==> src/rtl/clk_div_pkg.sv <==
// Shared definitions for the divided-clock checkers.
// Contents:
//   mon_state_e  - monitor FSM state (2-bit encoding)
//   DefCntW      - default period/high-time counter width
//   DefLockCnt   - default number of consecutive good periods needed for lock
//   sat_max()    - all-ones value for a counter of the given width
package clk_div_pkg;

  typedef enum logic [1:0] {
    StIdle     = 2'd0,
    StWaitEdge = 2'd1,
    StMeasure  = 2'd2,
    StLocked   = 2'd3
  } mon_state_e;

  localparam int unsigned DefCntW    = 8;
  localparam int unsigned DefLockCnt = 4;

  // Saturation value of a width-bit counter; width must be below 32.
  function automatic logic [31:0] sat_max(input int unsigned width);
    return (32'd1 << width) - 32'd1;
  endfunction

endpackage

==> src/rtl/clk_edge_detect.sv <==
// Rise/fall detector for a clock-derived signal launched from a `clk` flop.
// Edges are decoded combinationally against a one-cycle registered copy, so
// they are visible in the same cycle the new level is sampled.
// Ports:
//   clk       - system clock
//   reset     - asynchronous active-high reset
//   i_div_clk - divided clock under test
//   o_rise    - i_div_clk is 1 and was 0 last cycle
//   o_fall    - i_div_clk is 0 and was 1 last cycle
module clk_edge_detect (
  input  logic clk,
  input  logic reset,
  input  logic i_div_clk,
  output logic o_rise,
  output logic o_fall
);

  logic div_q;

  always_ff @(posedge clk or posedge reset) begin
    if (reset) begin
      div_q <= 1'b0;
    end else begin
      div_q <= i_div_clk;
    end
  end

  assign o_rise = i_div_clk & ~div_q;
  assign o_fall = ~i_div_clk & div_q;

endmodule

==> src/rtl/clk_div_monitor.sv <==
// Consumer-side checker for counter-generated divided clocks.
// Measures the period and high time of i_div_clk in `clk` cycles, declares
// lock after LOCK_CNT consecutive periods equal to i_expected_ratio, and
// raises sticky flags on a ratio mismatch while locked or on loss of edges.
// Ports:
//   clk              - system clock the divided clock is derived from
//   reset            - asynchronous active-high reset
//   i_en             - monitor enable
//   i_div_clk        - divided clock under test
//   i_expected_ratio - expected period in clk cycles (>= 2, stable while enabled)
//   i_err_clr        - clears sticky flags (a same-cycle set wins)
//   o_period         - last measured period
//   o_high_time      - last measured high time
//   o_period_valid   - one-cycle pulse aligned with an o_period update
//   o_locked         - ratio lock status
//   o_ratio_err      - sticky: mismatch seen while locked
//   o_timeout        - sticky: counter saturated without a rising edge
module clk_div_monitor
  import clk_div_pkg::*;
#(
  parameter int unsigned CNT_W    = DefCntW,
  parameter int unsigned LOCK_CNT = DefLockCnt
) (
  input  logic             clk,
  input  logic             reset,
  input  logic             i_en,
  input  logic             i_div_clk,
  input  logic [CNT_W-1:0] i_expected_ratio,
  input  logic             i_err_clr,
  output logic [CNT_W-1:0] o_period,
  output logic [CNT_W-1:0] o_high_time,
  output logic             o_period_valid,
  output logic             o_locked,
  output logic             o_ratio_err,
  output logic             o_timeout
);

  localparam logic [CNT_W-1:0] CntMax  = CNT_W'(sat_max(CNT_W));
  localparam logic [3:0]       LockCnt = 4'(LOCK_CNT);

  logic rise, fall;

  clk_edge_detect u_edge (
    .clk      (clk),
    .reset    (reset),
    .i_div_clk(i_div_clk),
    .o_rise   (rise),
    .o_fall   (fall)
  );

  mon_state_e       state_q, state_d;
  logic [CNT_W-1:0] cnt_q, cnt_d;
  logic [3:0]       match_q, match_d;
  logic [CNT_W-1:0] period_q, period_d;
  logic [CNT_W-1:0] high_q, high_d;
  logic             valid_q, valid_d;
  logic             locked_q, locked_d;
  logic             ratio_err_q, ratio_err_d;
  logic             timeout_q, timeout_d;

  logic cnt_sat;
  logic ratio_match;
  logic [3:0] match_inc;

  assign cnt_sat     = (cnt_q == CntMax);
  assign ratio_match = (cnt_q == i_expected_ratio);
  assign match_inc   = match_q + 4'd1;

  always_comb begin
    state_d     = state_q;
    // Counter runs freely; a rise restarts it at 1 so it reads the period on the next rise.
    cnt_d       = rise ? CNT_W'(1) : (cnt_sat ? cnt_q : cnt_q + CNT_W'(1));
    match_d     = match_q;
    period_d    = period_q;
    high_d      = high_q;
    valid_d     = 1'b0;
    locked_d    = locked_q;
    ratio_err_d = ratio_err_q & ~i_err_clr;
    timeout_d   = timeout_q & ~i_err_clr;

    if (!i_en) begin
      state_d  = StIdle;
      cnt_d    = '0;
      match_d  = '0;
      locked_d = 1'b0;
    end else begin
      unique case (state_q)
        StIdle: begin
          cnt_d   = '0;
          match_d = '0;
          if (i_expected_ratio >= CNT_W'(2)) begin
            state_d = StWaitEdge;
          end
        end
        StWaitEdge: begin
          // First edge only starts the counter; there is no prior period to report.
          if (rise) begin
            state_d = StMeasure;
          end
        end
        StMeasure, StLocked: begin
          if (rise) begin
            period_d = cnt_q;
            valid_d  = 1'b1;
            if (ratio_match) begin
              if (state_q == StMeasure) begin
                match_d = match_inc;
                if (match_inc >= LockCnt) begin
                  state_d  = StLocked;
                  locked_d = 1'b1;
                end
              end
            end else begin
              match_d = '0;
              if (state_q == StLocked) begin
                ratio_err_d = 1'b1;
                locked_d    = 1'b0;
                state_d     = StMeasure;
              end
            end
          end else if (cnt_sat) begin
            timeout_d = 1'b1;
            locked_d  = 1'b0;
            match_d   = '0;
            state_d   = StWaitEdge;
          end
          if (fall) begin
            high_d = cnt_q;
          end
        end
        default: state_d = StIdle;
      endcase
    end
  end

  always_ff @(posedge clk or posedge reset) begin
    if (reset) begin
      state_q     <= StIdle;
      cnt_q       <= '0;
      match_q     <= '0;
      period_q    <= '0;
      high_q      <= '0;
      valid_q     <= 1'b0;
      locked_q    <= 1'b0;
      ratio_err_q <= 1'b0;
      timeout_q   <= 1'b0;
    end else begin
      state_q     <= state_d;
      cnt_q       <= cnt_d;
      match_q     <= match_d;
      period_q    <= period_d;
      high_q      <= high_d;
      valid_q     <= valid_d;
      locked_q    <= locked_d;
      ratio_err_q <= ratio_err_d;
      timeout_q   <= timeout_d;
    end
  end

  assign o_period       = period_q;
  assign o_high_time    = high_q;
  assign o_period_valid = valid_q;
  assign o_locked       = locked_q;
  assign o_ratio_err    = ratio_err_q;
  assign o_timeout      = timeout_q;

endmodule

==> config.mk <==
export PLATFORM = sky130hd
export DESIGN_NAME = clk_div_monitor
export DESIGN_NICKNAME = d
export VERILOG_FILES = /design/src/rtl/clk_div_pkg.sv /design/src/rtl/clk_edge_detect.sv /design/src/rtl/clk_div_monitor.sv
export SDC_FILE = /design/constraint.sdc
export NUM_CORES = 1
export LEC_CHECK = 0
export ABC_CLOCK_PERIOD_IN_PS = 4400
export BUFFER_PORTS_ARGS = -buffer_cell sky130_fd_sc_hd__buf_2
export CAP_MARGIN = 20
export CELL_PAD_IN_SITES_DETAIL_PLACEMENT = 0
export CELL_PAD_IN_SITES_GLOBAL_PLACEMENT = 2
export CORE_MARGIN = 1
export CORE_UTILIZATION = 40
export CTS_BUF_LIST = sky130_fd_sc_hd__clkbuf_8
export DETAILED_ROUTE_END_ITERATION = 10
export GPL_TIMING_DRIVEN = 0
export PLACE_DENSITY = 0.93
export SLEW_MARGIN = 20
export SYNTH_ARGS = -nofsm -noshare
export SYNTH_HDL_FRONTEND = slang
export SYNTH_HIERARCHICAL = 1
export SYNTH_SLANG_ARGS = --single-unit
==> constraint.sdc <==
create_clock -name clk -period 4.4 [get_ports clk]
set_input_delay 0.22 -clock clk [delete_from_list [all_inputs] [get_ports clk]]
set_output_delay 0.22 -clock clk [all_outputs]
set_load 0.02 [all_outputs]
==> results of run 1 <==
-- cells in the mapped netlist (2+ instances only) --
cell type  count
a21o_1         2
a21oi_1        9
buf_2          4
buf_6          3
dfrtp_1       35
ha_1           2
inv_1          9
mux2_2        14
nand2_1       12
nand3_1        7
nand4_1        3
nand4_2        3
nor2_1        10
nor2_2         2
nor2b_1        2
nor3_1         3
o21ai_0        6
o21ai_1        3
or2_1          2
or3_1          2
xnor2_1        9
xor2_1         3
-- flip-flops by register name (all words and copies together) (netlist names) --
signal,cells
match_q,4
o_period_valid,1
o_period,8
o_ratio_err,1
o_high_time,8
state_q,2
o_locked,1
u_edge/div_q,1
o_timeout,1
cnt_q,8
-- worst max-delay path, stage by stage (launching register included) --
cell and delay, ps:
dfrtp_1 530, ha_1 340, nand3_1 160, nor2_2 280
a21oi_1 140, a21o_1 170, o21ai_1 180
-- final timing paths --
kind                                  start           end  slack, ps  depth (start not counted)
worst max-delay path               cnt_q[1]    state_q[0]       2500                          6
worst min-delay path              i_div_clk  u_edge/div_q         50                          1
worst max register to register     cnt_q[1]    state_q[0]       2500                          6
worst min register to register  o_period[5]   o_period[5]        490                          2
max in group asynchronous             reset      cnt_q[7]       3330                          3
min in group asynchronous             reset  u_edge/div_q        320                          3
-- per-stage QoR --
step                hold WS, ps  power, mW
CTS                       48.56     0.7755
floorplan                -51.29     0.4366
detailed placement        72.58     0.4712
global route              45.02     0.8048
global placement          63.29     0.4688
finish                    54.84     0.7694
-- cell type report --
type / count / area (µm²) / area share (%)
plain buffers: 9 / 65.06 / 2.953
clock buffers: 6 / 82.58 / 3.748
clock inverters: 2 / 35.03 / 1.590
inverters: 9 / 33.78 / 1.533
multi-input cells: 118 / 875.8 / 39.75
flip-flops and latches: 35 / 875.8 / 39.75
well taps: 52 / 65.06 / 2.953
repair buffers: 33 / 170.2 / 7.723
-- report_power, final --
part	internal (mW)	switching [mW]	total [mW]	leakage (nW)
combinational	0.0490	0.0740	0.123	0.551
clock	0.183	0.121	0.304	0.0612
sequential	0.334	0.00795	0.342	0.483
-- logic make-up after synthesis --
logic type,after synthesis,synth area share [%]
compound gates,30,11.02
buf+inv,18,5.341
xor+xnor,14,8.047
flops,35,47.33
simple gates,57,17.58
mux,15,9.330
fa+ha+maj,2,1.352
-- what timing repair did --
item	CTS	global route
buffers inserted	0	0
endpoints found under the setup margin	0	0
gates resized for setup	0	0
endpoints found under the hold margin	1	0
hold buffers	1	0
-- layer usage --
metal	part of all wire, %	global-route usage [%]	vias to the layer above
met5	0	0	-
li1	-	-	682
met1	48	23.86	688
met2	46	28.21	31
met4	1.5	7.556	0
met3	4.1	5.916	5
==> key figures, run 1 <==
Run status
  – Outcome: complete, no violations

Place
  – Area of placed instances: 0.002076 mm²
  – Pre-CTS setup slack: 2543 ps
  – Detailed Place HPWL: 2860 µm
  – Input/output buffers: 32
  – GPL Wtd Cong: 0.7802
  – Placed cell count: 255

Floorplanning
  – Starting Density: 41.92%
  – Core Area: 0.004414 mm²
  – Full die area: 0.004902 mm²
  – Row cnt: 24
  – # IOs: 33
  – Die width: 70.02 µm
  – Die Y-Extent: 70.02 µm

Route
  – Post-route ant nets: 0
  – First-pass iteration count of the detailed router: 4
  – Routed via count: 1406
  – WL/cell: 14.91 µm
  – Post-Route WL: 3937 µm
  – 1st-iter DRT viols: 97
  – Vias/cell: 5.326
  – Remaining DRCs: 0

STA
  – Worst slew margin: 52.09%
  – Min Clock Period, post-route: 1897 ps
  – Fin Clk Skew: 9.146 ps
  – F_max: 527.0 MHz
  – Final Cycle Share: 43.12%
  – Fin. max-slew vios: 0
  – Final hold violations: 0
  – Unrepaired setup endpoints after global routing: false
  – # setup viols final: 0
  – Final WS setup: 2503 ps
  – Slew at the pin closest to its max-slew limit: 717.6 ps
  – Setup tns final: 0 ps

CTS
  – Insertion delay to the later sink of the worst-skew pair: 300 ps
  – Total number of H-tree levels: 2
  – CTS tree: built
  – CTS Buffer Depth: 2
  – CTS sink cnt: 35
  – Clock Tree Root: clkbuf_8
  – Cts bufs inserted: 5
  – Worst-path clk slew: 70 ps

Synthesis
  – Post-synthesis cell area: 0.001851 mm²
  – Synth Flop Type: dfrtp_1
  – Synth top area share: 47.33%
  – Syn_area_per_cell: 10.82 µm²
  – Synth area leader: dfrtp_1
  – Number of synthesized register bits: 35
  – Seq/Total Area, Yosys: 47.33%
  – Syn Inst Count: 171
  – Number of flops mapped to enable cells by yosys: 0
  – Ys async rst share: 100.0%
  – Synthesized net count: 186
  – YS warnings: 6
  – Area contributors post-synth: dfrtp_1 (47%), mux2_2 (8.5%), xnor2_1 (4.3%)
  – Distinct cells, synth: 48

Power
  – Power Density: 349.2 mW/mm²
  – VDD IR max: 212.4 µV
  – Pleak: 1.095 nW

Layout
  – Nets: 226
  – Final std cells w/o fill: 264
  – Share of cells above drive strength 1: 36.32%
  – Final instance area: 0.002203 mm²
  – Fill cells: 424
  – Commonest cells after routing, fill and taps aside: buf_2 (36), dfrtp_1 (35), mux2_2 (14)
  – Final core occ: 49.92%
  – Diode count: 0
  – Syn-to-layout area delta: 19.07%
  – Commonest non-fill, non-tap cell in the layout: buf_2

Min path
  – Hold Path Class: in2reg

Global route
  – Total grt overflow: 0
  – First-pass GRT wire length: 6865 µm
  – Largest net degree at the start of global routing: 35
  – Vias in the first global route: 1438
  – Initial antenna violation count: 0
  – Global Route Usage Sum: 18.35%

Critical path
  – Worst Setup End Kind: flip-flop
  – Worst Path Max Fanout: 8
  – CP Data Required Time: 4600 ps
  – CP Class: reg2reg
  – WP data arrival: 2100 ps
  – Critical Path Source Type: flip-flop

Run
  – Max-capacitance violation count: 0
Power figures use the tool's default switching activity.
==> run 2: changes to the inputs <==
--- a/config.mk
+++ b/config.mk
@@ -5,17 +5,18 @@
 export SDC_FILE = /design/constraint.sdc
 export NUM_CORES = 1
 export LEC_CHECK = 0
-export ABC_CLOCK_PERIOD_IN_PS = 4400
+export ABC_AREA = 1
+export ABC_CLOCK_PERIOD_IN_PS = 1520
 export BUFFER_PORTS_ARGS = -buffer_cell sky130_fd_sc_hd__buf_2
 export CAP_MARGIN = 20
 export CELL_PAD_IN_SITES_DETAIL_PLACEMENT = 0
 export CELL_PAD_IN_SITES_GLOBAL_PLACEMENT = 2
 export CORE_MARGIN = 1
-export CORE_UTILIZATION = 40
+export CORE_UTILIZATION = 30
 export CTS_BUF_LIST = sky130_fd_sc_hd__clkbuf_8
 export DETAILED_ROUTE_END_ITERATION = 10
 export GPL_TIMING_DRIVEN = 0
-export PLACE_DENSITY = 0.93
+export PLACE_DENSITY = 0.84
 export SLEW_MARGIN = 20
 export SYNTH_ARGS = -nofsm -noshare
 export SYNTH_HDL_FRONTEND = slang
==> constraint.sdc (replaced) <==
create_clock -name clk -period 1.52 [get_ports clk]
set_input_delay 0.076 -clock clk [delete_from_list [all_inputs] [get_ports clk]]
set_output_delay 0.076 -clock clk [all_outputs]
set_load 0.02 [all_outputs]
==> run 2 against run 1 <==
Compared with the run above: the run now ends with negative setup slack left; first-iteration DRC count fell by 10%; clock skew rose by 0.63 ps; count of clock-buffer cells in the layout fell by 1; global-route usage fell by 2.9 points; clock power rose to 2.9 times the previous value; die area rose by 39%; fmax rose by 18%.
==> key figures, run 2 <==
Synthesis
  – Synth top area share: 45.16%
  – Post-synthesis cell area: 0.001939 mm²
  – Synth Flop Type: dfrtp_1
  – Seq/Total Area, Yosys: 45.16%
  – Synthesized net count: 266
  – Post-synth top cells: nand2_1 (68), dfrtp_1 (35), inv_1 (24)
  – Number of synthesized register bits: 35
  – YS warnings: 6
  – Syn_area_per_cell: 7.727 µm²
  – Ys async rst share: 100.0%
  – Distinct cells, synth: 29
  – Syn Inst Count: 251
  – Most common cell in the netlist: nand2_1
  – Synth area leader: dfrtp_1
  – Number of flops mapped to enable cells by yosys: 0
  – Area contributors post-synth: dfrtp_1 (45%), nand2_1 (13%), inv_1 (4.6%)

STA
  – Final hold violations: 0
  – # setup viols final: 8
  – F_max: 621.3 MHz
  – Min Clock Period, post-route: 1609 ps
  – Worst slew margin: 75.01%
  – Slew at the pin closest to its max-slew limit: 373.9 ps
  – Unrepaired setup endpoints after global routing: true
  – Final Cycle Share: 105.9%
  – Final WS setup: -89.48 ps
  – Fin Clk Skew: 9.776 ps
  – Fin. max-slew vios: 0

Global route
  – Total grt overflow: 0
  – Vias in the first global route: 1628
  – Global Route Usage Sum: 15.47%
  – First-pass GRT wire length: 7610 µm
  – Initial antenna violation count: 0
  – Largest net degree at the start of global routing: 28

Critical path
  – Critical Path Source Type: flip-flop
  – CP Class: reg2reg
  – Slowest CP cell: dfrtp_1
  – CP Data Required Time: 1700 ps
  – Critical Path, Cell by Cell: ha_2, nand2_2, inv_2, nand2_4, nor3_4, nand2_2, inv_2, nand2_4, nand2_4, nand3_4, nand2_1, o21ai_1
  – Reg2reg path depth: 12
  – Worst Setup End Kind: flip-flop
  – Worst Path Max Fanout: 8
  – Worst r2r dst: match_q[3]
  – R2R Path Start: cnt_q[1]
  – Worst setup path startpoint: cnt_q[1]
  – Top cell by count, worst path: nand2_4
  – Worst setup path endpoint: match_q[3]
  – Largest stage delay, worst path: 380 ps
  – Reg2Reg Setup Slack: -90 ps
  – WP data arrival: 1790 ps

Power
  – VDD IR max: 465.2 µV
  – Pleak: 1.338 nW
  – Power Density: 1100 mW/mm²

Route
  – Post-Route WL: 4797 µm
  – Post-route ant nets: 0
  – WL/cell: 12.40 µm
  – Vias/cell: 4.571
  – Routed via count: 1769
  – Remaining DRCs: 0
  – First-pass iteration count of the detailed router: 4
  – 1st-iter DRT viols: 87

Run status
  – Outcome: complete, but fails checks
  – Failing checks: negative setup slack

Layout
  – Share of cells above drive strength 1: 38.14%
  – Final instance area: 0.002604 mm²
  – Nets: 326
  – Diode count: 0
  – Final core occ: 42.96%
  – Commonest non-fill, non-tap cell in the layout: nand2_1
  – Storage element area: 880.8 µm²
  – Commonest cells after routing, fill and taps aside: nand2_1 (62), buf_2 (33), dfrtp_1 (31)
  – Syn-to-layout area delta: 34.26%
  – Multi-input logic area: 997.2 µm²
  – Fill cells: 631

CTS
  – Total number of H-tree levels: 2
  – Insertion delay to the later sink of the worst-skew pair: 300 ps
  – Worst-path clk slew: 80 ps
  – CTS sink cnt: 35
  – Clock Tree Root: clkbuf_8
  – CTS tree: built
  – CTS Buffer Depth: 2
  – Cts bufs inserted: 5

Floorplanning
  – Die width: 82.40 µm
  – # IOs: 33
  – Row cnt: 28
  – Starting Density: 32.00%
  – Core Area: 0.006061 mm²
  – Full die area: 0.006790 mm²
  – Die Y-Extent: 82.40 µm

Run
  – Max-capacitance violation count: 0

Min path
  – Hold Path Class: in2reg

Place
  – Area of placed instances: 0.002221 mm²
  – Pre-CTS setup slack: -322.1 ps
  – GPL Wtd Cong: 0.7651
  – Detailed Place HPWL: 3472 µm
  – Input/output buffers: 32
run 2: worst max-delay path, delay by kind of cell (launching register included):
family	cells	cell delay [ps]
AND/OR/NAND/NOR	8	710
adder cells (fa/ha/maj)	1	200
flip-flops	1	380
buffers and inverters	2	150
AO/OA/AOI/OAI	1	60
run 2: metrics by stage:
stage	total power [mW]	instances	hold slack [ps]	TNS (ps)
4_1_cts	2.842	377	61.16	-787.0
3_3_place_gp	1.888	358	-76.20	-4377
2_1_floorplan	1.671	251	-195.3	-46.75
6_report	2.865	387	54.55	-524.4
5_1_grt	3.033	387	54.42	-1687
3_5_place_dp	1.895	359	-67.02	-4363
run 2: worst min path at each step:
stage               slack, ps      start      endpoint  depth (start not counted)
finish                     50  i_err_clr     o_timeout                          4
global route               50  i_err_clr     o_timeout                          4
CTS                        60  i_err_clr     o_timeout                          4
detailed placement        -70      reset  u_edge/div_q                          2
global placement          -80      reset  u_edge/div_q                          2
floorplan                -200      reset  u_edge/div_q                          1
run 2: kinds of logic (layout without fill, tap and decap cells):
family / count (synthesis) / after routing / synth area share, %
buffers and inverters: 42 / 103 / 8.645
AO/OA/AOI/OAI: 44 / 44 / 12.45
flip-flops: 35 / 35 / 45.16
XOR/XNOR: 6 / 6 / 2.710
adder cells (fa/ha/maj): 2 / 2 / 1.290
AND/OR/NAND/NOR: 122 / 122 / 29.74
run 2: power breakdown:
part           internal, mW  switching [mW]  total (mW)
clock network         0.494           0.386       0.881
logic                 0.304           0.562       0.867
registers              1.04          0.0769        1.12
total                  1.84            1.03        2.87
run 2: layer usage:
layer / wire length [µm] / vias to the layer above / track usage [%] / share of wire, %
met5: 0 / - / 0 / 0
met4: 119 / 0 / 7.193 / 2.5
met3: 155 / 8 / 3.407 / 3.2
met2: 2183 / 36 / 24.05 / 46
met1: 2337 / 806 / 20.37 / 49
li1: - / 919 / - / -
run 2: cell type report:
class	instances	area share [%]
buffer	4	0.9611
clock buffer	5	2.643
clock inverter	3	1.778
inverter	38	5.863
multi-input combinational	174	38.30
sequential	35	33.83
tap	75	3.604
timing repair buffer	53	13.02
run 2: repair_timing:
item / 4_1_cts / 5_1_grt
pin swaps: 9 / 14
setup endpoints to repair: 22 / 31
hold buffers: 2 / 0
endpoints found under the hold margin: 36 / 0
gates cloned: 0 / 0
gates resized for setup: 14 / 24
setup buffers: 8 / 10
==> run 3: changes to the inputs <==
--- a/config.mk
+++ b/config.mk
@@ -16,9 +16,9 @@
 export CTS_BUF_LIST = sky130_fd_sc_hd__clkbuf_8
 export DETAILED_ROUTE_END_ITERATION = 10
 export GPL_TIMING_DRIVEN = 0
-export PLACE_DENSITY = 0.84
+export PLACE_DENSITY_LB_ADDON = 0.1
+export REMOVE_ABC_BUFFERS = 1
 export SLEW_MARGIN = 20
 export SYNTH_ARGS = -nofsm -noshare
 export SYNTH_HDL_FRONTEND = slang
-export SYNTH_HIERARCHICAL = 1
 export SYNTH_SLANG_ARGS = --single-unit
==> run 3 against run 2 <==
Compared with the run above: the run still ends with negative setup slack left; sequential power about the same; first-iteration DRC count down 17%; global-route usage up 0.10 points; largest cell class unchanged.
==> key figures, run 3 <==
Run status
  – Outcome: complete, but fails checks
  – Failing checks: negative setup slack

Synthesis
  – Post-synthesis cell area: 0.001876 mm²
  – Most common cell in the netlist: nand2_1
  – Area contributors post-synth: dfrtp_1 (47%), nand2_1 (15%), o21ai_0 (5.9%)
  – Synth Flop Type: dfrtp_1
  – YS warnings: 0
  – Syn Inst Count: 239
  – Post-synth top cells: nand2_1 (74), dfrtp_1 (35), inv_1 (27)
  – Syn_area_per_cell: 7.847 µm²
  – Seq/Total Area, Yosys: 46.70%
  – Distinct cells, synth: 33
  – Number of synthesized register bits: 35
  – Ys async rst share: 100.0%
  – Number of flops mapped to enable cells by yosys: 0
  – Synth top area share: 46.70%
  – Synth area leader: dfrtp_1

STA
  – # setup viols final: 2
  – Fin. max-slew vios: 0
  – Fin Clk Skew: 3.711 ps
  – Slew at the pin closest to its max-slew limit: 459.6 ps
  – Final WS setup: -41.51 ps
  – Unrepaired setup endpoints after global routing: true
  – Final Cycle Share: 102.7%
  – Worst slew margin: 69.29%
  – Final hold violations: 0
  – Setup tns final: -64.47 ps
  – Hold_ws: 61.36 ps
  – Min Clock Period, post-route: 1562 ps
  – F_max: 640.4 MHz

Route
  – First-pass iteration count of the detailed router: 4
  – Remaining DRCs: 0
  – WL/cell: 12.44 µm
  – Vias/cell: 4.369
  – Metal-1 WL: 2540 µm
  – Max layer used: met4
  – Post-route ant nets: 0
  – Routed wl met3: 189 µm
  – 1st-iter DRT viols: 72
  – Post-Route WL: 4615 µm
  – DR WL met2: 1825 µm
  – Routed via count: 1621

Critical path
  – WP data arrival: 1730 ps
  – CP Class: reg2reg
  – Reg2Reg Setup Slack: -40 ps
  – Slowest CP cell: dfrtp_1
  – CP Data Required Time: 1690 ps
  – Worst Setup End Kind: flip-flop
  – Worst Path Max Fanout: 5
  – Critical Path Source Type: flip-flop
  – Largest stage delay, worst path: 430 ps
  – Top cell by count, worst path: nor2_4
  – Critical Path, Cell by Cell: nand2_2, inv_2, nand2_4, nor2_4, nand3_4, clkinv_4, nor2_4, nor2_4, inv_1, o21ai_1, nand2_1

Place
  – GPL Wtd Cong: 0.7971
  – Detailed Place HPWL: 3398 µm
  – Area of placed instances: 0.002137 mm²
  – Input/output buffers: 32
  – Placed cell count: 344
  – Pre-CTS setup slack: -110.0 ps

Floorplanning
  – Full die area: 0.006572 mm²
  – Row cnt: 28
  – Starting Density: 31.31%
  – Core Area: 0.005991 mm²
  – Die width: 81.07 µm
  – Die Y-Extent: 81.07 µm
  – # IOs: 33

Power
  – Pleak: 1.292 nW
  – Power Density: 1059 mW/mm²
  – Clock power frac: 32.9%
  – Switching share of power: 32.30%
  – Pint: 1.801 mW
  – Seq pwr share: 41.5%
  – Total Power: 2.661 mW
  – Switching power total: 859.3 µW
  – VDD IR max: 468.8 µV
  – Combinational fraction of design power: 25.7%

Layout
  – Commonest non-fill, non-tap cell in the layout: nand2_1
  – Final instance area: 0.002512 mm²
  – Diode count: 0
  – Commonest cells after routing, fill and taps aside: nand2_1 (61), dfrtp_1 (32), buf_2 (32)
  – Final core occ: 41.94%
  – Syn-to-layout area delta: 33.96%
  – Final std cells w/o fill: 371
  – Nets: 310
  – Share of cells above drive strength 1: 40.20%

CTS
  – CTS tree: built
  – Insertion delay to the later sink of the worst-skew pair: 280 ps
  – Worst-path clk slew: 70 ps
  – Total number of H-tree levels: 2
  – CTS sink cnt: 35
  – Cts bufs inserted: 5
  – Clock Tree Root: clkbuf_8
  – CTS Buffer Depth: 2

Global route
  – First-pass GRT wire length: 7652 µm
  – Largest net degree at the start of global routing: 28
  – Global Route Usage Sum: 15.58%
  – Vias in the first global route: 1523
  – Initial antenna violation count: 0
  – Total grt overflow: 0

Run
  – Max-capacitance violation count: 0

Min path
  – Hold Path Class: in2reg
==> run 3: changes by cell type in the layout (fill, tap and decap cells not counted), sizes merged, moves of 3 or more <==
cell   delta
nand2     -6
buf       -4
a22oi     -3
nor2      -3
==> run 3: power by group through the flow <==
stage	combinational, mW	clock, mW	sequential [mW]
4_1_cts	0.609	0.905	1.10
3_3_place_gp	0.592	0	1.11
3_5_place_dp	0.594	0	1.12
5_1_grt	0.777	0.945	1.12
6_report	0.683	0.875	1.10
2_1_floorplan	0.392	0	1.14
==> run 3: timing repair <==
action	CTS	global route
endpoints found under the setup margin	11	14
hold endpoints to repair	36	0
buffers inserted	2	15
resized for setup	12	29
hold buffers	2	0
pin swaps	2	17
==> run 3: routing by layer <==
metal | GRT usage (%) | vias to the layer above
met5 | 0 | -
met2 | 20.59 | 27
li1 | - | 871
met4 | 4.821 | 0
met1 | 24.12 | 718
met3 | 3.820 | 5
==> run 3: final cells by class <==
type	instances	area [µm²]
Timing Repair Buffer	52	327.8
Multi-Input combinational cell	163	943.4
Fill cell	622	3478
Clock inverter	2	35.03
Sequential cell	35	879.6
Inverter	38	150.1
Tap cell	75	93.84
Clock buffer	6	82.58
==> run 3: worst paths after layout <==
kind,from,end,cells past startpoint
min in group asynchronous,reset,match_q[1],3
worst min register to register,o_period[0],o_period[0],2
worst max-delay path,cnt_q[3],state_q[1],11
max in group asynchronous,reset,cnt_q[7],4
worst max register to register,cnt_q[3],state_q[1],11
worst min-delay path,i_err_clr,o_timeout,4
==> run 3: kinds of logic (layout without fill, tap and decap cells) <==
logic type	count (synthesis)	in the layout	share of synthesized area, %
buffers and inverters	41	98	8.339
adders and majority gates	2	2	1.334
and+or+nand+nor	116	116	29.49
DFF	35	35	46.70
xor gates and xnor gates	2	2	0.9341
AOI/OAI and AO/OA	43	43	13.21
==> run 3: worst max-delay path: cells and delay by family (launching register included) <==
family | cells | cell delay, ps
flip-flops | 1 | 430
buffers and inverters | 3 | 230
AO/OA/AOI/OAI | 1 | 110
AND/OR/NAND/NOR | 7 | 670
